==> src/rtl/fb_writer.sv <==
// Write-side master for the 128x32 framebuffer RAM: packs a 2-bit-per-channel
// pixel byte stream four-to-a-word, or fills the whole frame with one colour.
module fb_writer #(
    parameter int WORDS     = 75,
    parameter int ADDR_BITS = 7
) (
    input  logic                 clk,
    input  logic                 reset,
    input  logic                 in_valid,
    input  logic [7:0]           in_data,
    output logic                 in_ready,
    input  logic                 sof,
    input  logic                 fill_req,
    input  logic [5:0]           fill_color,
    output logic                 we,
    output logic [ADDR_BITS-1:0] address,
    output logic [31:0]          data,
    output logic                 busy,
    output logic                 frame_done
);

    typedef enum logic [1:0] {
        ACCEPT,
        WRITE,
        FILL
    } state_t;

    localparam logic [ADDR_BITS-1:0] LAST = ADDR_BITS'(WORDS - 1);
    localparam logic [ADDR_BITS-1:0] ONE  = ADDR_BITS'(1);

    state_t               state, state_nx;
    logic [1:0]           k, k_nx, idx;
    logic [ADDR_BITS-1:0] wptr, wptr_nx, address_nx;
    logic [31:0]          pack, pack_nx, data_nx;
    logic                 we_nx, frame_done_nx;
    logic                 accept;

    // NOTE: in_ready is combinational, so it is gated by reset explicitly to stay low while reset is held.
    assign in_ready = (state == ACCEPT) && !fill_req && !reset;
    assign accept   = in_valid && in_ready;
    assign busy     = (state != ACCEPT);

    // NOTE: every variable gets a default first so no path through the case can infer a latch.
    always_comb begin
        state_nx      = state;
        k_nx          = k;
        idx           = k;
        wptr_nx       = wptr;
        pack_nx       = pack;
        we_nx         = 1'b0;
        address_nx    = address;
        data_nx       = data;
        frame_done_nx = 1'b0;

        case (state)
            ACCEPT: begin
                if (fill_req) begin
                    state_nx      = FILL;
                    we_nx         = 1'b1;
                    address_nx    = '0;
                    data_nx       = {4{2'b00, fill_color}};
                    frame_done_nx = (WORDS == 1);
                    k_nx          = '0;
                    wptr_nx       = '0;
                    pack_nx       = '0;
                end else begin
                    if (sof) begin
                        idx     = '0;
                        k_nx    = '0;
                        wptr_nx = '0;
                        pack_nx = '0;
                    end
                    if (accept) begin
                        // Byte 0 is the leftmost pixel, so byte idx lands at [31-8*idx -: 8].
                        pack_nx[{~idx, 3'b000} +: 8] = in_data;
                        k_nx = idx + 2'd1;
                        if (idx == 2'd3) begin
                            state_nx      = WRITE;
                            we_nx         = 1'b1;
                            address_nx    = wptr_nx;
                            data_nx       = pack_nx;
                            frame_done_nx = (wptr_nx == LAST);
                            wptr_nx       = (wptr_nx == LAST) ? '0 : wptr_nx + ONE;
                        end
                    end
                end
            end

            WRITE: begin
                state_nx = ACCEPT;
            end

            FILL: begin
                if (address == LAST) begin
                    state_nx = ACCEPT;
                end else begin
                    we_nx         = 1'b1;
                    address_nx    = address + ONE;
                    frame_done_nx = (address_nx == LAST);
                end
            end

            default: begin
                state_nx = ACCEPT;
            end
        endcase
    end

    // NOTE: sequential state uses non-blocking assignments only; the comb block above uses blocking.
    always_ff @(posedge clk or posedge reset) begin
        if (reset) begin
            state      <= ACCEPT;
            k          <= '0;
            wptr       <= '0;
            pack       <= '0;
            we         <= 1'b0;
            address    <= '0;
            data       <= '0;
            frame_done <= 1'b0;
        end else begin
            state      <= state_nx;
            k          <= k_nx;
            wptr       <= wptr_nx;
            pack       <= pack_nx;
            we         <= we_nx;
            address    <= address_nx;
            data       <= data_nx;
            frame_done <= frame_done_nx;
        end
    end

endmodule
==> config.mk <==
export PLATFORM = sky130hd
export DESIGN_NAME = fb_writer
export DESIGN_NICKNAME = d
export VERILOG_FILES = /design/src/rtl/fb_writer.sv
export SDC_FILE = /design/constraint.sdc
export NUM_CORES = 1
export LEC_CHECK = 0
export ABC_AREA = 1
export BUFFER_PORTS_ARGS = -buffer_cell sky130_fd_sc_hd__buf_4
export CAP_MARGIN = 5
export CORE_MARGIN = 3
export CORE_UTILIZATION = 38
export CTS_CLUSTER_SIZE = 24
export DETAILED_ROUTE_END_ITERATION = 10
export GPL_TIMING_DRIVEN = 0
export REMOVE_ABC_BUFFERS = 1
export SLEW_MARGIN = 20
export SYNTH_ARGS = -nofsm -noshare
export SYNTH_HDL_FRONTEND = slang
export SYNTH_SLANG_ARGS = --single-unit
==> constraint.sdc <==
create_clock -name clk -period 3.1 [get_ports clk]
set_clock_uncertainty 0.05 [all_clocks]
set_input_delay 0.31 -clock clk [delete_from_list [all_inputs] [get_ports clk]]
set_output_delay 0.31 -clock clk [all_outputs]
set_load 0.1 [all_outputs]
==> impl_metrics.env <==
export IMPL_run_status="complete, no violations"
export IMPL_grt_total_usage_pct=19.00
export IMPL_whs_ns=0.2763
export IMPL_nets=754
export IMPL_syn_area_per_cell_um2=7.048
export IMPL_met2_wirelength_um=5966
export IMPL_ys_flop_type="dfrtp_1"
export IMPL_clk_latency_ns=0.35
export IMPL_path_clk_slew_ns=0.06
export IMPL_fmax_mhz=369.0
export IMPL_clockRootBuffer="clkbuf_16"
export IMPL_ys_seq_elements=84
export IMPL_final_layout_size_suffix_gt1_share_pct=13.44
export IMPL_numPortBuffers=61
export IMPL_cts_sinks=84
export IMPL_period_minus_slack_ns=2.710
export IMPL_h_tree_depth=3
export IMPL_io_pins=62
export IMPL_synth_seq_area_share_pct=43.99
export IMPL_layoutNonFillerInstCount=897
export IMPL_worst_pin_slew_ns=0.8818
export IMPL_numCtsBuffers=9
export IMPL_synth_edff_count=0
export IMPL_synth_top_area_share_pct=43.99
export IMPL_yosysUniqueCellTypes=30
export IMPL_power_leakage_nw=3.127
export IMPL_cp_common_cell="nand2_1"
export IMPL_cp_end_kind="flip-flop"
export IMPL_yosysTopAreaCell="dfrtp_1"
export IMPL_pre_cts_ws_ns=0.02713
export IMPL_p_total_w=0.002369
export IMPL_synth_top_cells_by_count="nand2_1, dfrtp_1, nand3_1"
export IMPL_grt_start_max_net_pins=45
export IMPL_gp_congestion=0.8396
export IMPL_arrival_ns=2.89
export IMPL_setup_violations=0
export IMPL_n_antenna_cell=0
export IMPL_hp_class="primary input to flip-flop"
export IMPL_fillerInstances=1235
export IMPL_wl_met1_um=6042
export IMPL_async_reset_ff_share_pct=100.0
export IMPL_cts_tree="yes"
export IMPL_wl_um=12860
export IMPL_timing_slew_headroom_pct=40.99
export IMPL_multi_input_area_um2=2364
export IMPL_firstDrtPassIters=5
export IMPL_path_cells="dlygate4sd3_1, buf_4, inv_4, nand4_4, clkinv_2, nand2_8, nand2_2, nand2_1, nand2_1"
export IMPL_core_area_um2=12160
export IMPL_required_ns=3.28
export IMPL_post_place_cells=880
export IMPL_vias=4485
export IMPL_antenna_found_initial=0
export IMPL_wl_per_cell_um=14.33
export IMPL_cp_slowest_stage_delay_ns=0.53
export IMPL_cpMaxStageDelayCell="dlygate4sd3_1"
export IMPL_via_per_inst=5.000
export IMPL_syn_to_final_growth_pct=18.75
export IMPL_startpoint="reset"
export IMPL_start_util_pct=39.29
export IMPL_worstSetupPathType="primary input to flip-flop"
export IMPL_rsz0062_at_grt="no"
export IMPL_netlist_instances=678
export IMPL_top_layer="met4"
export IMPL_grt_ovfl_total=0
export IMPL_hold_viol=0
export IMPL_crit_buf_inv=4
export IMPL_layout_setup_ws_ns=0.3897
export IMPL_final_max_slew_viol_count=0
export IMPL_grt_pass1_wl_um=21620
export IMPL_grt_pass1_vias=4385
export IMPL_detailed_place_hpwl_um=8648
export IMPL_min_from="fill_color[2]"
export IMPL_wl_met3_um=639
export IMPL_finalSetupTns_ns=0
export IMPL_cp_depth=9
export IMPL_powerDensity_nw_per_um2=417.4
export IMPL_rows=40
export IMPL_worstRegToRegCells=7
export IMPL_drt_iter0_markers=358
export IMPL_die_x_um=118.1
export IMPL_dieArea_um2=13960
export IMPL_path_max_fanout=44
export IMPL_cp_top_family="simple AND/OR/NAND/NOR gates"
export IMPL_drc=0
export IMPL_timing_final_crit_share_pct=87.43
export IMPL_ff_latch_area_um2=2102
export IMPL_yosysWarnings=0
export IMPL_yosysMostFrequentCell="nand2_1"
export IMPL_post_cts_buffers=0
export IMPL_max_cap_viol_count=0
export IMPL_rr_startpoint="state[0]$_DFFE_PP0P_"
export IMPL_netlist_area_um2=4778
export IMPL_synthTopCellsByArea="dfrtp_1, nand2_1, nand3_1, o21ai_0, ha_1"
export IMPL_vdd_drop_max_v=0.0002618
export IMPL_start_kind="primary input"
export IMPL_die_y_um=118.1
export IMPL_min_delay_path_depth=5
export IMPL_drt_antenna_violating_nets=0
export IMPL_clock_path_buffers=2
registers in the layout (all words and copies together), names as in the netlist:
| register | cells |
|---|---|
| wptr | 7 |
| frame_done | 1 |
| pack | 32 |
| we | 1 |
| state | 2 |
| data | 32 |
| k | 2 |
| address | 7 |
layer usage:
metal / global-route usage [%] / vias to the layer above
met3: 3.780 / 13
met4: 7.399 / 0
met5: 0 / -
li1: - / 2235
met1: 25.52 / 2127
met2: 30.23 / 110
cell type report:
type                       count  area share, %
multi-input combinational    528          41.65
clock inverter                 4         0.8600
tap                          168          3.705
sequential                    84          37.05
inverter                      36          2.756
clock buffer                  11          4.454
timing repair buffer          66          9.526
kinds of logic (layout without fill, tap and decap cells):
family,after synthesis,after routing,synth area share (%)
XOR/XNOR,1,1,0.1833
flip-flops,84,84,43.99
adder cells (fa/ha/maj),10,10,2.618
AO/OA/AOI/OAI,51,51,5.866
AND/OR/NAND/NOR,466,466,40.56
buffers and inverters,66,117,6.782
layout by cell type, fill, tap and decap left out, types with 2 or more instances in the layout:
cell / netlist / routed
nand2_1: 351 / 350
dfrtp_1: 84 / 84
nand3_1: 69 / 69
buf_4: 6 / 61
o21ai_0: 33 / 33
inv_1: 31 / 30
nor2_1: 25 / 25
ha_1: 10 / 10
nand4_1: 9 / 9
clkbuf_16: 0 / 9
a21oi_1: 6 / 6
nand2_2: 3 / 4
o21ai_1: 4 / 4
clkinv_2: 0 / 3
o22ai_1: 3 / 3
o211ai_1: 3 / 3
nand3b_1: 2 / 2
inv_2: 3 / 2
clkinv_4: 1 / 2
clkbuf_8: 0 / 2
buf_12: 0 / 2
worst reg2reg max path: cells and delay by family, from the launching register on:
| kind | cells | cell delay [ns] |
|---|---|---|
| buffers and inverters | 1 | 0.50 |
| and+or+nand+nor | 6 | 1.59 |
| DFF | 1 | 0.44 |
path summary, 6_finish.rpt:
kind                                             end  slack, ns
worst max-delay path             data[0]$_DFFE_PP0P_       0.39
worst min-delay path            data[18]$_DFFE_PP0P_       0.28
worst max register to register   data[0]$_DFFE_PP0P_       0.46
worst min register to register  pack[11]$_DFFE_PP0N_       0.42
max in group asynchronous        wptr[3]$_DFFE_PP0N_       1.98
min in group asynchronous       pack[29]$_DFFE_PP0N_       0.54
stage by stage:
stage | instance area [µm²] | utilization, %
CTS | 5669 | 46.62
global placement | 5275 | 43.37
finish | 5674 | 46.66
global route | 5674 | 46.66
floorplan | 4607 | -
detailed placement | 5348 | 43.97
where the power goes:
part | internal (W) | total (W) | switching (W)
Clock | 0.000662 | 0.00111 | 0.000446
Combinational | 0.0000470 | 0.000165 | 0.000118
Sequential | 0.00110 | 0.00110 | 0
Total | 0.00181 | 0.00237 | 0.000563
what timing repair did:
action,in CTS,in global routing
resized for setup,0,2
endpoints found under the hold margin,22,0
setup endpoints to repair,0,24
hold buffers,2,0
Note: power is estimated with default switching activity, not from simulation.
